$ cat src/rtl/hack_defs.sv
//------------------------------------------------------------------------------
// Module : hack_defs
// Brief  : Shared word and address widths for the gate library.
// Rev    : 1.0
//------------------------------------------------------------------------------
`default_nettype none

package hack_defs;
   localparam int WORD_WIDTH = 16;
   localparam int ADDR_WIDTH = 3;
   localparam int NUM_WORDS  = 1 << ADDR_WIDTH;
endpackage

`default_nettype wire

$ cat src/rtl/dmux.sv
//------------------------------------------------------------------------------
// Module : dmux
// Brief  : Two-way demultiplexer cell: routes in to a (sel=0) or b (sel=1).
// Rev    : 1.0
//------------------------------------------------------------------------------
`default_nettype none

module dmux (
   input  logic in,
   input  logic sel,
   output logic a,
   output logic b
);
   assign a = in & ~sel;
   assign b = in &  sel;
endmodule

`default_nettype wire

$ cat src/rtl/dmux8way.sv
//------------------------------------------------------------------------------
// Module : dmux8way
// Brief  : Eight-way demultiplexer built as a three-level tree of dmux cells.
// Rev    : 1.0
//------------------------------------------------------------------------------
`default_nettype none

module dmux8way
   import hack_defs::*;
(
   input  logic                  in,
   input  logic [ADDR_WIDTH-1:0] sel,
   output logic                  a,
   output logic                  b,
   output logic                  c,
   output logic                  d,
   output logic                  e,
   output logic                  f,
   output logic                  g,
   output logic                  h
);
   logic lo_half, hi_half;
   logic q0, q1, q2, q3;

   // Split on the MSB first so each level consumes one select bit.
   dmux u_l0  (.in(in),      .sel(sel[2]), .a(lo_half), .b(hi_half));
   dmux u_l1a (.in(lo_half), .sel(sel[1]), .a(q0),      .b(q1));
   dmux u_l1b (.in(hi_half), .sel(sel[1]), .a(q2),      .b(q3));
   dmux u_l2a (.in(q0),      .sel(sel[0]), .a(a),       .b(b));
   dmux u_l2b (.in(q1),      .sel(sel[0]), .a(c),       .b(d));
   dmux u_l2c (.in(q2),      .sel(sel[0]), .a(e),       .b(f));
   dmux u_l2d (.in(q3),      .sel(sel[0]), .a(g),       .b(h));
endmodule

`default_nettype wire

$ cat src/rtl/ram8.sv
//------------------------------------------------------------------------------
// Module : ram8
// Brief  : Eight-word register file with demuxed load and combinational read.
// Rev    : 1.0
//------------------------------------------------------------------------------
`default_nettype none

module ram8
   import hack_defs::*;
#(
   parameter int WIDTH = WORD_WIDTH,
   parameter int DEPTH = NUM_WORDS
) (
   input  logic                  clk,
   input  logic                  rst_n,
   input  logic [WIDTH-1:0]      in,
   input  logic                  load,
   input  logic [ADDR_WIDTH-1:0] address,
   output logic [WIDTH-1:0]      out
);
   logic [DEPTH-1:0] enable;
   logic [WIDTH-1:0] word_q [DEPTH];
   logic [WIDTH-1:0] word_d [DEPTH];

   dmux8way u_load_dec (
      .in  (load),
      .sel (address),
      .a   (enable[0]),
      .b   (enable[1]),
      .c   (enable[2]),
      .d   (enable[3]),
      .e   (enable[4]),
      .f   (enable[5]),
      .g   (enable[6]),
      .h   (enable[7])
   );

   // An unknown enable falls to the hold path, so X/Z never corrupts a word.
   always_comb begin
      for (int i = 0; i < DEPTH; i++) begin
         word_d[i] = word_q[i];
         if (enable[i]) begin
            word_d[i] = in;
         end
      end
   end

   always_ff @(posedge clk or negedge rst_n) begin
      if (!rst_n) begin
         for (int i = 0; i < DEPTH; i++) begin
            word_q[i] <= '0;
         end
      end else begin
         for (int i = 0; i < DEPTH; i++) begin
            word_q[i] <= word_d[i];
         end
      end
   end

   assign out = word_q[address];
endmodule

`default_nettype wire
$ cat config.mk
export PLATFORM = sky130hd
export DESIGN_NAME = ram8
export DESIGN_NICKNAME = d
export VERILOG_FILES = /design/src/rtl/hack_defs.sv /design/src/rtl/dmux.sv /design/src/rtl/dmux8way.sv /design/src/rtl/ram8.sv
export SDC_FILE = /design/constraint.sdc
export NUM_CORES = 1
export LEC_CHECK = 0
export CELL_PAD_IN_SITES_DETAIL_PLACEMENT = 1
export CELL_PAD_IN_SITES_GLOBAL_PLACEMENT = 2
export CORE_UTILIZATION = 44
export CTS_CLUSTER_DIAMETER = 150
export DETAILED_ROUTE_END_ITERATION = 10
export PLACE_DENSITY_LB_ADDON = 0.05
export SLEW_MARGIN = 10
export SYNTH_ARGS = -nofsm -noshare
export SYNTH_HDL_FRONTEND = slang
export SYNTH_SLANG_ARGS = --single-unit
$ cat constraint.sdc
create_clock -name clk -period 2.1 [get_ports clk]
set_input_delay 0.315 -clock clk [delete_from_list [all_inputs] [get_ports clk]]
set_output_delay 0.315 -clock clk [all_outputs]
set_load 0.01 [all_outputs]
Word level (Yosys, flattened, before mapping)
Cells that the tools add are included.

operators by class
  bitwise gates (word level) = 18
  magnitude comparators = 1
  multiplexer cells = 3

operator list
  kind                  number
  $bmux W16 S3          1
  $mux W16              2
  $and A1 B1 Y1         14
  $ge A4 B4 Y1 const B  1
  $not A3 Y4            1
  $not A1 Y1            3

storage, ports and cells
  logic and storage cells = 30
  register bits = 128
  input bits = 22
  output and inout bits = 16

Longest topological paths before layout
  depth in word-level cells = 4
  gate-level depth with buffers = 5
  mapped depth without buffers = 2

Hierarchy
Synthesis repeated with hierarchy kept, for this count alone.

second synthesis, totals
  cell total of the unflattened synthesis = 343
  area total of the unflattened synthesis = 5899.4 µm²

modules (own cells, without submodules)
  module  seq. area each (µm²)  area an instance (µm²)  instances  cells each
  ram8    3203.1                5785.5                  1          329
  dmux    0.0                   16.3                    7          2

Worst setup path before layout
Ideal clock, no wire load.

  path kind = in2out
  start = input address[0]
  end = output out[0]
  stages on the path = 4
  slack = 0.338 ns
  buffers on the path = 2
  data arrival time = 1.447 ns
  required time = 1.785 ns
  path through = buf_6 > buf_6 > mux4_1 > mux2_2

between the ends
  cells in the longest elaborated chain, start to end = 4

ends and longest elaborated chain
  what                                         line        text
  start, declared                              ram8.sv:18  input logic [ADDR_WIDTH-1:0] address,
  $not A3 Y4 (not written as such)             ram8.sv:60  assign out = word_q[address];
  $bmux W16 S3                                 ram8.sv:60
  $mux W16 (not written as such) (2 in a row)  ram8.sv:60
  end, declared                                ram8.sv:19  output logic [WIDTH-1:0] out

No other way between the ends. The select of a mux whose other input is x is not followed.

Final worst setup path
  start = register word_q[108] in the netlist's numbering
  end = output out[12]

between the ends
  cells in the longest elaborated chain, start to end = 3

ends and longest elaborated chain
  what                                         line        text
  start, declared                              ram8.sv:22  logic [WIDTH-1:0] word_q [DEPTH];
  start signal, assigned by index              ram8.sv:55  word_q[i] <= word_d[i];
  $bmux W16 S3                                 ram8.sv:60
  $mux W16 (not written as such) (2 in a row)  ram8.sv:60

No other way between the ends. The select of a mux whose other input is x is not followed.

==> summary.md <==
## Placed design
- **Final HPWL DP** 8540 um
- **GPL Wtd Cong** 0.692
- **number of input and output port buffers inserted** 37

## Route
- **drt wl/cell** 21.4 um
- **total iterations of the first detailed-routing run** 4
- **initial detailed-routing violation count** 116
- **via density per instance** 5.47
- **via count** 3,256
- **number of nets with antenna violations after detailed routing** 0
- **final wirelength** 12,700 um
- **Post-route DRC** 0

## Setup path
- **Reg2Reg Setup Slack** 1.24 ns
- **worst flop-to-flop path startpoint** word_q[56]
- **Data arrival, critical path** 1.71 ns
- **Critical Setup Path Class** reg2out
- **depth of the worst register-to-register path** 2
- **highest net fanout along the worst path** 2
- **startpoint type of the worst setup path** flop
- **Req. time, crit path** 1.78 ns
- **Reg2Reg Capture Point** word_q[56]
- **critical path endpoint category** output pin

## Floorplan
- **initial standard-cell utilization of the core** 45.0%
- **std cell rows** 42
- **I/O pin cnt** 38
- **area enclosed by the die boundary** 14,000 sq um
- **placeable core area** 13,200 sq um
- **Die Wd** 118 um
- **die extent in y** 118 um

## STA
- **final critical path time including I/O delays and setup** 2.03 ns
- **unrepaired setup endpoints after global routing** false
- **final setup violation count** 0
- **final critical-path share of the clock period** 96.6%
- **Final Hold Violating Endpoints** 0
- **maximum clock frequency** 0.493 GHz
- **total count of max-transition violations in the final report** 0
- **Clock Skew** 0 ns
- **Worst slew margin** 66.5%
- **Slew @ Worst Pin** 0.502 ns

## Cells and area
- **Final #Nets** 428
- **largest register by flop count** word_q
- **area growth from synthesis to final layout** 22.6%
- **number of diodes added for antenna fixing** 0
- **most used cells in the layout excluding fill and tap cells** sky130_fd_sc_hd__mux2_2 (142), sky130_fd_sc_hd__dfrtp_1 (128), sky130_fd_sc_hd__buf_4 (26)
- **number of flip-flops in the largest register** 128
- **share of the core filled with cells** 55.1%
- **most common cell after layout, fill and taps aside** sky130_fd_sc_hd__mux2_2
- **Largest regs** word_q (128)
- **layout cell share with drive strength beyond 1** 60.9%

## Run status
- **result of the run** complete, no violations

## Synthesis
- **Synth Area in Adders** 0%
- **combinational family with the most area after synthesis** multiplexers
- **number of distinct library cells after synthesis** 14
- **portion of the post-synthesis area used by sequential elements** 54.0%
- **xor and xnor fraction of the mapped netlist area** 0%
- **post-synthesis mux area share** 40.9%
- **synthesized flop and latch total** 128
- **nets in the synthesized netlist** 356
- **cell area after technology mapping** 5930 sq um
- **mean instance size in the synthesized netlist** 17.8 sq um
- **fraction of the mapped netlist area in simple logic gates** 2.45%
- **number of warnings issued by yosys** 0
- **gate count after technology mapping** 334
- **post-synthesis compound-gate area fraction** 0%

## Global route
- **grt met2 use** 33.5%
- **first-pass GRT wire length** 21,200 um
- **number of global-route vias before repair** 3,689
- **met1 global-route usage** 27.3%
- **overflow left after global routing** 0
- **number of antenna violations at the first check in global routing** 0
- **global route hottest layer** met2
- **largest net degree at the start of global routing** 43
- **overall global routing resource usage** 20.6%
- **met3 track demand over resource** 4.99%

## CTS
- **clock slew at reported path FFs** 0.05 ns
- **maximum root-to-sink buffer count** 2
- **clock network latency to the later pin of the worst-skew pair** 0.41 ns
- **TritonCTS clock tree** built
- **TritonCTS Buffers** 17
- **CTS root buffer** sky130_fd_sc_hd__clkbuf_16
- **number of sinks on the clock net** 128
- **H-tree Lvls** 4

## Power and ir drop
- **Clk network pwr share** 37.7%
- **Switching Share** 23.4%
- **sequential fraction of design power** 44.2%
- **IR drop worst, VDD** 0.540 mV
- **net switching power figure** 0.00175 W
- **Design Power** 0.00745 W
- **pwr/cell area** 1020 nW/um^2
- **internal power** 0.00570 W
- **Logic pwr share** 18.1%
- **Static Leak** 3.14 nW

## Min path
- **worst hold path class** in2async

## Flow run
- **MaxCap Viol Count** 0

==> how the worst max path moves through the flow <==
stage / to / cells past startpoint / startpoint
after floorplan: out[0] / 4 / address[0]
after global placement: out[4] / 5 / address[0]
after detailed placement: out[4] / 5 / address[0]
after CTS: out[3] / 3 / word_q[3]
after global routing: out[12] / 3 / word_q[108]
final: out[12] / 3 / word_q[108]
==> cells in the mapped netlist <==
| cell type | number | area share [%] |
|---|---|---|
| sky130_fd_sc_hd__and4bb_2 | 3 | 0.63 |
| sky130_fd_sc_hd__buf_2 | 13 | 1.1 |
| sky130_fd_sc_hd__buf_4 | 3 | 0.38 |
| sky130_fd_sc_hd__buf_6 | 5 | 0.95 |
| sky130_fd_sc_hd__buf_8 | 1 | 0.25 |
| sky130_fd_sc_hd__dfrtp_1 | 128 | 54 |
| sky130_fd_sc_hd__mux2_1 | 1 | 0.19 |
| sky130_fd_sc_hd__mux2_2 | 143 | 27 |
| sky130_fd_sc_hd__mux4_1 | 22 | 9.7 |
| sky130_fd_sc_hd__mux4_2 | 10 | 3.8 |
| sky130_fd_sc_hd__nand4_4 | 1 | 0.36 |
| sky130_fd_sc_hd__nand4b_2 | 1 | 0.25 |
| sky130_fd_sc_hd__nand4b_4 | 2 | 0.80 |
| sky130_fd_sc_hd__nor4b_4 | 1 | 0.40 |
==> power by group through the flow <==
stage,registers [W],clock network (W),logic (W)
after detailed placement,0.00331,0,0.00144
after global routing,0.00336,0.00299,0.00148
final,0.00329,0.00281,0.00135
after floorplan,0.00320,0,0.000966
after CTS,0.00329,0.00288,0.00139
after global placement,0.00327,0,0.00139
==> final cells by class <==
cell class / count / area (sq um)
multi-input combinational: 184 / 2540
timing repair buffer: 75 / 738
sequential: 128 / 3200
fill: 1246 / 5920
clock buffer: 27 / 523
clock inverter: 5 / 50.0
tap: 176 / 220
==> critical path, stage by stage (launching register included) <==
cell and delay [ns]:
sky130_fd_sc_hd__dfrtp_1 0.39, sky130_fd_sc_hd__mux4_1 0.49, sky130_fd_sc_hd__mux2_2 0.28, sky130_fd_sc_hd__buf_2 0.14
==> repair_timing <==
action,4_1_cts,5_1_grt
setup endpoints to repair,16,4
endpoints found under the hold margin,33,0
buffers inserted,0,1
hold buffers,1,0
gates resized for setup,72,4
gates cloned,1,0
==> routing by layer <==
| metal | part of all wire (%) | up-vias |
|---|---|---|
| li1 | - | 1433 |
| met1 | 46 | 1768 |
| met2 | 50 | 43 |
| met3 | 2.7 | 12 |
| met4 | 1.2 | 0 |
| met5 | 0 | - |
==> logic make-up (layout without fill, tap and decap cells) <==
family | count (synthesis) | after routing
multiplexers | 176 | 176
flip-flops | 128 | 128
buffers and inverters | 22 | 107
AND/OR/NAND/NOR | 8 | 8
==> stage by stage <==
| stage | std cells | hold slack [ns] | setup slack [ns] | TNS, ns | cell area [sq um] |
|---|---|---|---|---|---|
| 6_report | 595 | 0.412 | 0.0715 | 0 | 7270 |
| 5_1_grt | 595 | 0.458 | 0.0128 | 0 | 7270 |
| 3_5_place_dp | 560 | 0.317 | -0.328 | -11.87 | 6760 |
| 2_1_floorplan | 334 | 0.0194 | 0.338 | 0 | 5930 |
| 3_3_place_gp | 560 | 0.312 | -0.261 | -11.98 | 6760 |
| 4_1_cts | 594 | 0.431 | 0.00418 | 0 | 7290 |
Power figures use the tool's default switching activity.
